--- config.mk ---
export PLATFORM = sky130hd
export DESIGN_NAME = alsu_seg_display
export DESIGN_NICKNAME = d
export VERILOG_FILES = /design/src/rtl/alsu_seg_display.sv
export SDC_FILE = /design/constraint.sdc
export NUM_CORES = 1
export LEC_CHECK = 0
export BUFFER_PORTS_ARGS = -buffer_cell sky130_fd_sc_hd__buf_2
export CORE_MARGIN = 5
export CORE_UTILIZATION = 58
export CTS_CLUSTER_SIZE = 10
export DETAILED_ROUTE_END_ITERATION = 8
export GPL_ROUTABILITY_DRIVEN = 0
export PLACE_DENSITY_LB_ADDON = 0.25
export SYNTH_ARGS = -nofsm -noshare
export SYNTH_HDL_FRONTEND = slang
export SYNTH_SLANG_ARGS = --single-unit
export TNS_END_PERCENT = 100
--- constraint.sdc ---
create_clock -name clk -period 2.2 [get_ports clk]
set_input_delay 0.44 -clock clk [delete_from_list [all_inputs] [get_ports clk]]
set_output_delay 0.44 -clock clk [all_outputs]
set_load 0.05 [all_outputs]
--- src/rtl/alsu_seg_display.sv ---
// ALSU output stage: captures a result, converts it to sign + two BCD digits and scans it onto a
// 4-digit common-anode display. Define ALSU_SEG_BLINK_EN to blink the "Err" message.
module alsu_seg_display #(
    parameter int CLK_DIV    = 50000,
    parameter int BLINK_DIV  = 25000000,
    parameter bit SIGNED_OUT = 1'b1
) (
    input  logic        clk,
    input  logic        rst,
    input  logic [5:0]  alsu_out,
    input  logic [15:0] alsu_leds,
    input  logic        load,
    output logic        busy,
    output logic        err,
    output logic [3:0]  anode,
    output logic [6:0]  cathode,
    output logic        dp
);
    localparam logic [3:0] SYM_DASH  = 4'd10;
    localparam logic [3:0] SYM_E     = 4'd11;
    localparam logic [3:0] SYM_R     = 4'd12;
    localparam logic [3:0] SYM_BLANK = 4'd15;
    localparam int SCAN_W = $clog2(CLK_DIV);
    localparam logic [SCAN_W-1:0] SCAN_LAST = SCAN_W'(CLK_DIV - 1);

    typedef enum logic [1:0] {IDLE, CONV, DONE} state_t;

    state_t           state;
    logic [2:0]       step;
    logic [3:0][3:0]  dig;
    logic             accept;
    logic [5:0]       bin_p0;
    logic [7:0]       bcd_p0;
    logic             neg_p0;
    logic             inv_p0;
    logic [SCAN_W-1:0] scan_cnt;
    logic [1:0]       idx;
    logic             blink_off;

    function automatic logic [6:0] seg_enc(input logic [3:0] sym);
        case (sym)
            4'd0:    return 7'b1000000;
            4'd1:    return 7'b1111001;
            4'd2:    return 7'b0100100;
            4'd3:    return 7'b0110000;
            4'd4:    return 7'b0011001;
            4'd5:    return 7'b0010010;
            4'd6:    return 7'b0000010;
            4'd7:    return 7'b1111000;
            4'd8:    return 7'b0000000;
            4'd9:    return 7'b0010000;
            4'd10:   return 7'b0111111;
            4'd11:   return 7'b0000110;
            4'd12:   return 7'b0101111;
            default: return 7'b1111111;
        endcase
    endfunction

    // -32 negates to 6'b100000, which read unsigned is the required 32
    function automatic logic [5:0] magnitude(input logic signed [5:0] v);
        if (SIGNED_OUT && (v < 0))
            return 6'(-v);
        return 6'(v);
    endfunction

    function automatic logic [7:0] dabble_step(input logic [7:0] bcd, input logic b);
        logic [3:0] tens;
        logic [3:0] ones;
        tens = (bcd[7:4] >= 4'd5) ? bcd[7:4] + 4'd3 : bcd[7:4];
        ones = (bcd[3:0] >= 4'd5) ? bcd[3:0] + 4'd3 : bcd[3:0];
        return 8'({tens, ones, b});
    endfunction

    assign accept = (state == IDLE) && load && !busy;
    assign dp     = 1'b1;

    // stage p0: capture and iterative binary-to-BCD shift
    always_ff @(posedge clk) begin
        if (accept) begin
            bin_p0 <= magnitude(signed'(alsu_out));
            neg_p0 <= SIGNED_OUT && alsu_out[5];
            inv_p0 <= |alsu_leds;
            bcd_p0 <= '0;
        end else if (state == CONV) begin
            bin_p0 <= {bin_p0[4:0], 1'b0};
            bcd_p0 <= dabble_step(bcd_p0, bin_p0[5]);
        end
    end

    always_ff @(posedge clk or negedge rst) begin
        if (!rst) begin
            state <= IDLE;
            step  <= '0;
            busy  <= 1'b0;
            err   <= 1'b0;
            dig   <= {4{SYM_BLANK}};
        end else begin
            busy <= (state != IDLE);
            case (state)
                IDLE: begin
                    if (accept) begin
                        state <= CONV;
                        step  <= '0;
                    end
                end
                CONV: begin
                    if (step == 3'd5)
                        state <= DONE;
                    else
                        step <= step + 3'd1;
                end
                DONE: begin
                    state <= IDLE;
                    err   <= inv_p0;
                    if (inv_p0)
                        dig <= {SYM_E, SYM_R, SYM_R, SYM_BLANK};
                    else
                        dig <= {neg_p0 ? SYM_DASH : SYM_BLANK, SYM_BLANK,
                                (bcd_p0[7:4] == 4'd0) ? SYM_BLANK : bcd_p0[7:4],
                                bcd_p0[3:0]};
                end
                default: state <= IDLE;
            endcase
        end
    end

`ifdef ALSU_SEG_BLINK_EN
    localparam int BLINK_W = $clog2(BLINK_DIV);
    localparam logic [BLINK_W-1:0] BLINK_LAST = BLINK_W'(BLINK_DIV - 1);

    logic [BLINK_W-1:0] blink_cnt;

    always_ff @(posedge clk or negedge rst) begin
        if (!rst) begin
            blink_cnt <= '0;
            blink_off <= 1'b0;
        end else if (!err) begin
            blink_cnt <= '0;
            blink_off <= 1'b0;
        end else if (blink_cnt == BLINK_LAST) begin
            blink_cnt <= '0;
            blink_off <= ~blink_off;
        end else begin
            blink_cnt <= blink_cnt + 1'b1;
        end
    end
`else
    assign blink_off = 1'b0;
`endif

    // stage p1: digit scan, anode and cathode registered together
    always_ff @(posedge clk or negedge rst) begin
        if (!rst) begin
            scan_cnt <= '0;
            idx      <= '0;
            anode    <= 4'b1111;
            cathode  <= 7'h7F;
        end else begin
            if (scan_cnt == SCAN_LAST) begin
                scan_cnt <= '0;
                idx      <= idx + 2'd1;
            end else begin
                scan_cnt <= scan_cnt + 1'b1;
            end
            anode   <= blink_off ? 4'b1111 : ~(4'b0001 << idx);
            cathode <= seg_enc(dig[idx]);
        end
    end
endmodule

==> flow_metrics.py, run 1 <==
metrics = {
    "setup_path": {
        "arrival_ps": 2170,
        "worst-path-buf-inv": 1,
        "cp_max_fo": 10,
        "path_delay_family": "flip-flops",
        "worstSetupPathType": "flip-flop to flip-flop",
        "rr_startpoint": "idx[1]",
        "crit_start": "idx[1]",
        "critPathMaxStageDelay_ps": 550,
        "cp.required_ps": 2470,
        "cpMaxStageDelayCell": "dfrtp_1",
        "cp-start-kind": "flip-flop",
        "path_cells": "mux2i_1 -> o21ai_0 -> inv_1 -> ha_1 -> or2_2 -> a22o_1",
        "end_kind": "flip-flop",
    },
    "synthesis": {
        "yosysUniqueCellTypes": 48,
        "yosysWarnings": 0,
        "synth_ff_type": "dfrtp_1",
        "synth-edff-count": 8,
        "synth.avg_cell_area_sq_um": 10.38,
        "syn_nets": 345,
        "syn_inst": 302,
        "yosysSeqAreaShare_pct": 51.18,
        "yosys_register_bits": 63,
        "syn_area_sq_mm": 0.003134,
        "synth-async-reset-ratio_pct": 74.60,
    },
    "clocking": {
        "hold_buffers": 0,
        "cts_tree": "yes",
        "clock-sinks": 63,
        "cts_inserted_buffers": 9,
        "clk_pin_slew_worst_paths_ps": 70,
        "ctsRootBufferMaster": "clkbuf_8",
        "cts_setup_buffers": 0,
        "clock_latency_ps": 340,
        "cts.repair.resized": 0,
        "cts_max_path_buffers": 2,
        "h-tree-depth": 3,
    },
    "pwr": {
        "power_frac_comb_pct": 35.7,
        "power.share.clock_pct": 23.3,
        "powerDensity_mw_per_mm2": 1264,
        "peakVddDrop_mv": 0.8638,
        "seqPwrFrac_pct": 41.0,
        "internal_power_w": 0.002902,
        "p_leak_nw": 1.597,
        "switching_power_w": 0.001634,
        "swShare_pct": 36.02,
    },
    "route": {
        "firstDrtPassIters": 6,
        "drt-total-wl_um": 5314,
        "drt_iter0_drc": 74,
        "num_vias": 2175,
        "drtAntennaViolNets": 0,
        "drc": 0,
        "wl_per_cell_um": 12.62,
        "avgViaCountPerCell": 5.166,
    },
    "placement": {
        "io_buffer_count": 37,
        "dp.cells": 405,
        "dp_hpwl_um": 3877,
    },
    "min_path": {
        "hp-class": "input port to asynchronous set/reset pin",
    },
    "floorplan": {
        "io_pins": 39,
        "initial_core_util_pct": 60.60,
        "core_area_sq_mm": 0.005172,
        "placementRows": 26,
        "die_x_um": 83.51,
        "dieArea_sq_mm": 0.006974,
        "die_h_um": 83.51,
    },
    "sta": {
        "slew_violations": 0,
        "fin_crit_sh_pct": 86.57,
        "tns_ps": 0,
        "setup_viol": 0,
        "hold_violations": 0,
        "finalClockSkew_ps": 7.067,
        "slew_headroom_pct": 57.87,
        "fmaxAchievable_mhz": 525.1,
        "min_period_ps": 1905,
        "rsz0062_at_grt": "no",
        "tightest_slew_ps": 631.9,
    },
    "layout": {
        "fin_nets": 389,
        "area_growth_pct": 14.49,
        "fillCellCount": 385,
        "final_cell_mix": "buf_2, nor2_1, dfrtp_1",
        "layout-drive-gt1-share_pct": 26.78,
        "instances_no_fill": 421,
        "n_antenna_cell": 0,
        "final_common_cell": "buf_2",
    },
    "status": {
        "status": "complete, no violations",
    },
    "global_routing": {
        "overflow": 0,
        "grt_pass1_vias": 2130,
        "grt_pass1_wl_um": 9763,
        "antenna_found_initial": 0,
        "track_usage_pct": 17.33,
        "grt_start_max_net_pins": 32,
    },
    "run": {
        "max_cap_viol_count": 0,
    },
}
path summary, 6_finish.rpt:
check / slack [ps] / cells after the start / endpoint
worst max-delay path: 300 / 6 / cathode[4]
worst min-delay path: 120 / 1 / scan_cnt[2]
worst max register to register: 300 / 6 / cathode[4]
worst min register to register: 450 / 2 / bcd_p0[0]
max in group asynchronous: 1430 / 2 / anode[0]
min in group clk: 350 / 1 / neg_p0
metrics by stage:
step / worst slack, ps / utilization (%) / total power, W / hold slack (ps) / area (sq um)
3_3_place_gp: 374.0 / 65.41 / 0.003457 / 443.7 / 3383
2_1_floorplan: 173.4 / - / 0.003158 / 144.4 / 3134
4_1_cts: 279.5 / 69.38 / 0.004582 / 130.2 / 3588
5_1_grt: 145.7 / 69.38 / 0.004893 / 152.6 / 3588
3_5_place_dp: 294.2 / 65.41 / 0.003519 / 436.3 / 3383
6_report: 295.5 / 69.38 / 0.004536 / 123.2 / 3588
logic make-up after synthesis:
family / count (synthesis) / synth area share (%)
compound gates: 44 / 8.823
xor+xnor: 21 / 5.868
fa+ha+maj: 18 / 7.186
buf+inv: 34 / 5.309
flops: 63 / 51.18
mux: 11 / 4.072
other cells: 1 / 0.1196
simple gates: 110 / 17.45
cell type report:
| type | instances | area [sq um] | area share (%) |
|---|---|---|---|
| Sequential cell | 63 | 1604 | 44.70 |
| Multi-Input combinational cell | 205 | 1364 | 38.01 |
| Timing Repair Buffer | 45 | 245.2 | 6.834 |
| Clock buffer | 12 | 135.1 | 3.766 |
| Tap cell | 70 | 87.58 | 2.441 |
| Inverter | 22 | 82.58 | 2.301 |
| Clock inverter | 4 | 70.07 | 1.953 |
Yosys cell counts, drive strengths merged (2+ instances only):
cell	count	area (sq um)
nor2	26	97.59
dfrtp	25	625.6
nand2	24	90.09
dfstp	22	578.1
inv	22	82.58
o21ai	22	121.4
ha	18	225.2
nand3	16	80.08
xnor2	13	113.9
nor3	11	60.06
a21oi	9	48.80
buf	9	72.56
dfxtp	8	160.2
edfxtp	8	240.2
xor2	8	70.07
nor2b	7	43.79
nor4	7	43.79
mux2i	6	60.06
nand4	5	31.28
mux2	4	45.04
nand2b	4	25.02
o31ai	4	30.03
clkbuf	3	11.26
a311oi	2	17.52
and3	2	12.51
nor3b	2	15.01
o22ai	2	12.51
or2	2	12.52
sequential cells by signal (all words and copies together) (netlist names), 2 cells and up:
signal and flops:
dig 11, state 2, step 3, scan_cnt 16, anode 4, bcd_p0 8, bin_p0 6, cathode 7
idx 2
power by group through the flow:
stage	logic (W)	clock network [W]	registers, W
2_1_floorplan	0.00104	0	0.00212
3_3_place_gp	0.00158	0	0.00187
3_5_place_dp	0.00164	0	0.00188
4_1_cts	0.00164	0.00108	0.00186
5_1_grt	0.00183	0.00115	0.00191
6_report	0.00162	0.00106	0.00186
layer usage:
layer / wire length [um] / vias up / global-route usage, % / part of all wire, %
met4: 57 / 0 / 5.702 / 1.1
met2: 2690 / 38 / 28.28 / 51
met3: 260 / 6 / 7.206 / 4.9
met5: 0 / - / 0 / 0
met1: 2306 / 1012 / 20.80 / 43
li1: - / 1119 / - / -
Note: power is estimated with default switching activity, not from simulation.
==> run 2, diff against run 1 <==
--- a/config.mk
+++ b/config.mk
@@ -5,6 +5,7 @@
 export SDC_FILE = /design/constraint.sdc
 export NUM_CORES = 1
 export LEC_CHECK = 0
+export ABC_AREA = 1
 export BUFFER_PORTS_ARGS = -buffer_cell sky130_fd_sc_hd__buf_2
 export CORE_MARGIN = 5
 export CORE_UTILIZATION = 58
==> run 2 against run 1 <==
  * Die area grew 3.6%
  * Combinational power grew 3%
  * Sequential cell count is the same
  * Final cell count grew 25%
  * Largest power group unchanged
  * Highest routed layer unchanged
==> flow_metrics.py, run 2 <==
metrics = {
    "route": {
        "wl_per_cell_um": 11.24,
        "drt_iter0_drc": 105,
        "drtAntennaViolNets": 0,
        "num_vias": 2655,
        "firstDrtPassIters": 4,
        "drt-total-wl_um": 5937,
        "drc": 0,
        "avgViaCountPerCell": 5.028,
    },
    "pwr": {
        "power_frac_comb_pct": 38.4,
        "seqPwrFrac_pct": 42.1,
        "swShare_pct": 39.76,
        "peakVddDrop_mv": 0.7507,
        "p_leak_nw": 1.852,
        "internal_power_w": 0.002621,
        "switching_power_w": 0.001730,
        "power.share.clock_pct": 19.5,
        "powerDensity_mw_per_mm2": 1176,
        "total_power_w": 0.004351,
    },
    "synthesis": {
        "yosys_register_bits": 63,
        "synthTopCellsByCount": "nand2_1, inv_1, nor2_1, nand3_1, dfrtp_1",
        "syn_area_sq_mm": 0.003261,
        "synth-async-reset-ratio_pct": 74.60,
        "yosysWarnings": 0,
        "synth_area_leaders": "dfrtp_1, dfstp_2, nand2_1, edfxtp_1, ha_1",
        "synth_ff_type": "dfrtp_1",
        "synth.avg_cell_area_sq_um": 8.051,
        "syn_nets": 448,
        "synth_area_leader_cell": "dfrtp_1",
        "yosysSeqAreaShare_pct": 49.19,
        "syn_inst": 405,
        "synth-edff-count": 8,
        "synth.most_common_cell": "nand2_1",
        "synth_top_area_share_pct": 19.19,
        "yosysUniqueCellTypes": 34,
    },
    "setup_path": {
        "arrival_ps": 2130,
        "reg2reg_depth": 10,
        "cp.required_ps": 2470,
        "crit_start": "idx[0]",
        "critPathMaxStageDelay_ps": 510,
        "path_cells": "o21ai_0 -> inv_1 -> o21ai_0 -> nand2_1 -> inv_1 -> ha_1 -> inv_1 -> nand2_1 -> nand3_1 -> nand2_1",
        "cp-start-kind": "flip-flop",
        "cpMaxStageDelayCell": "dfrtp_1",
        "rr_startpoint": "idx[0]",
        "worstSetupPathType": "flip-flop to flip-flop",
        "cp_max_fo": 12,
        "end_kind": "flip-flop",
    },
    "layout": {
        "instances_no_fill": 528,
        "area_growth_pct": 13.51,
        "final_common_cell": "nand2_1",
        "layout-drive-gt1-share_pct": 17.98,
        "n_antenna_cell": 0,
        "final_cell_mix": "nand2_1, inv_1, nor2_1",
        "top_regs": "scan_cnt: 16 flops, dig: 11 flops, bcd_p0: 8 flops",
        "largest_reg_flops": 16,
        "fin_nets": 494,
        "stdcell_area_sq_mm": 0.003701,
        "fillCellCount": 469,
        "regMostFlops": "scan_cnt",
    },
    "global_routing": {
        "antenna_found_initial": 0,
        "overflow": 0,
        "grt_start_max_net_pins": 26,
        "grt_pass1_vias": 2464,
        "grt_pass1_wl_um": 10580,
        "track_usage_pct": 18.02,
    },
    "sta": {
        "setup_viol": 0,
        "tns_ps": 0,
        "fin_hold_ws_ps": 60.62,
        "min_period_ps": 1859,
        "rsz0062_at_grt": "no",
        "finalClockSkew_ps": 7.304,
        "slew_violations": 0,
        "fmaxAchievable_mhz": 537.8,
        "hold_violations": 0,
        "fin_crit_sh_pct": 84.52,
    },
    "clocking": {
        "cts_max_path_buffers": 2,
        "cts_tree": "yes",
        "cts_inserted_buffers": 9,
        "hold_buffers": 0,
        "cts.repair.resized": 0,
        "h-tree-depth": 3,
        "clk_pin_slew_worst_paths_ps": 60,
        "clock_latency_ps": 340,
        "cts_setup_buffers": 0,
        "ctsRootBufferMaster": "clkbuf_8",
        "clock-sinks": 63,
    },
    "placement": {
        "detailed_place.area_sq_mm": 0.003538,
        "dp.cells": 512,
        "io_buffer_count": 37,
        "dp_hpwl_um": 4602,
    },
    "floorplan": {
        "core_area_sq_mm": 0.005473,
        "placementRows": 27,
        "die_x_um": 84.98,
        "io_pins": 39,
        "initial_core_util_pct": 59.58,
        "dieArea_sq_mm": 0.007222,
        "die_h_um": 84.98,
    },
    "status": {
        "status": "complete, no violations",
    },
    "run": {
        "max_cap_viol_count": 0,
    },
    "min_path": {
        "hp-class": "input port to asynchronous set/reset pin",
    },
}
[run 2: cell count changes in the layout (fill, tap and decap cells not counted), moves of 8 or more]
cell	delta
inv_1	+39
nand2_1	+75
nand3_1	+19
nor2_1	+32
nor3_1	-8
xnor2_1	-13
[run 2: cells by family (layout without fill, tap and decap cells)]
family / count (synthesis) / count (layout) / synth area share [%]
AOI/OAI and AO/OA: 39 / 39 / 6.677
xor gates and xnor gates: 9 / 9 / 2.418
other: 1 / 1 / 0.1150
buffers and inverters: 70 / 121 / 8.480
and+or+nand+nor: 205 / 205 / 26.21
adders and majority gates: 18 / 18 / 6.907
DFF: 63 / 63 / 49.19
[run 2: power groups by stage]
stage	clock, W	combinational (W)	sequential (W)
final	0.000849	0.00167	0.00183
after global routing	0.000920	0.00190	0.00188
after CTS	0.000877	0.00168	0.00183
after detailed placement	0	0.00167	0.00186
after global placement	0	0.00160	0.00184
after floorplan	0	0.000999	0.00211
[run 2: per-layer routing]
layer / GRT usage (%) / vias to the layer above / part of all wire, %
met5: 0 / - / 0
met4: 9.209 / 0 / 1.6
met3: 3.883 / 7 / 6.0
met2: 29.73 / 67 / 48
met1: 22.18 / 1214 / 44
li1: - / 1367 / -
[run 2: through the flow]
| step | worst slack [ps] | utilization (%) |
|---|---|---|
| after floorplan | 583.9 | - |
| after CTS | 394.9 | 67.63 |
| after detailed placement | 410.4 | 64.65 |
| after global routing | 196.5 | 67.63 |
| after global placement | 508.0 | 64.65 |
| final | 340.7 | 67.63 |
[run 2: final timing paths]
path | end | slack (ps)
worst max-delay path | cathode[4] | 340
worst max register to register | cathode[4] | 340
worst min-delay path | scan_cnt[5] | 60
max in group asynchronous | dig[12] | 1570
worst min register to register | dig[12] | 460
min in group clk | inv_p0 | 390
[run 2: layout make-up]
cell class	instances	area (sq um)	share of cell area, %
repair buffers	40	220.2	5.950
clock inverters	2	10.01	0.2705
multi-input cells	272	1380	37.29
clock buffers	14	152.6	4.124
flip-flops and latches	63	1604	43.34
inverters	65	244.0	6.592
well taps	72	90.09	2.434
[run 2: critical path, delay by kind of cell, from the launching register on]
kind | cells | cell delay (ps)
compound gates | 2 | 370
fa+ha+maj | 1 | 280
buf+inv | 3 | 300
flops | 1 | 510
simple gates | 4 | 350
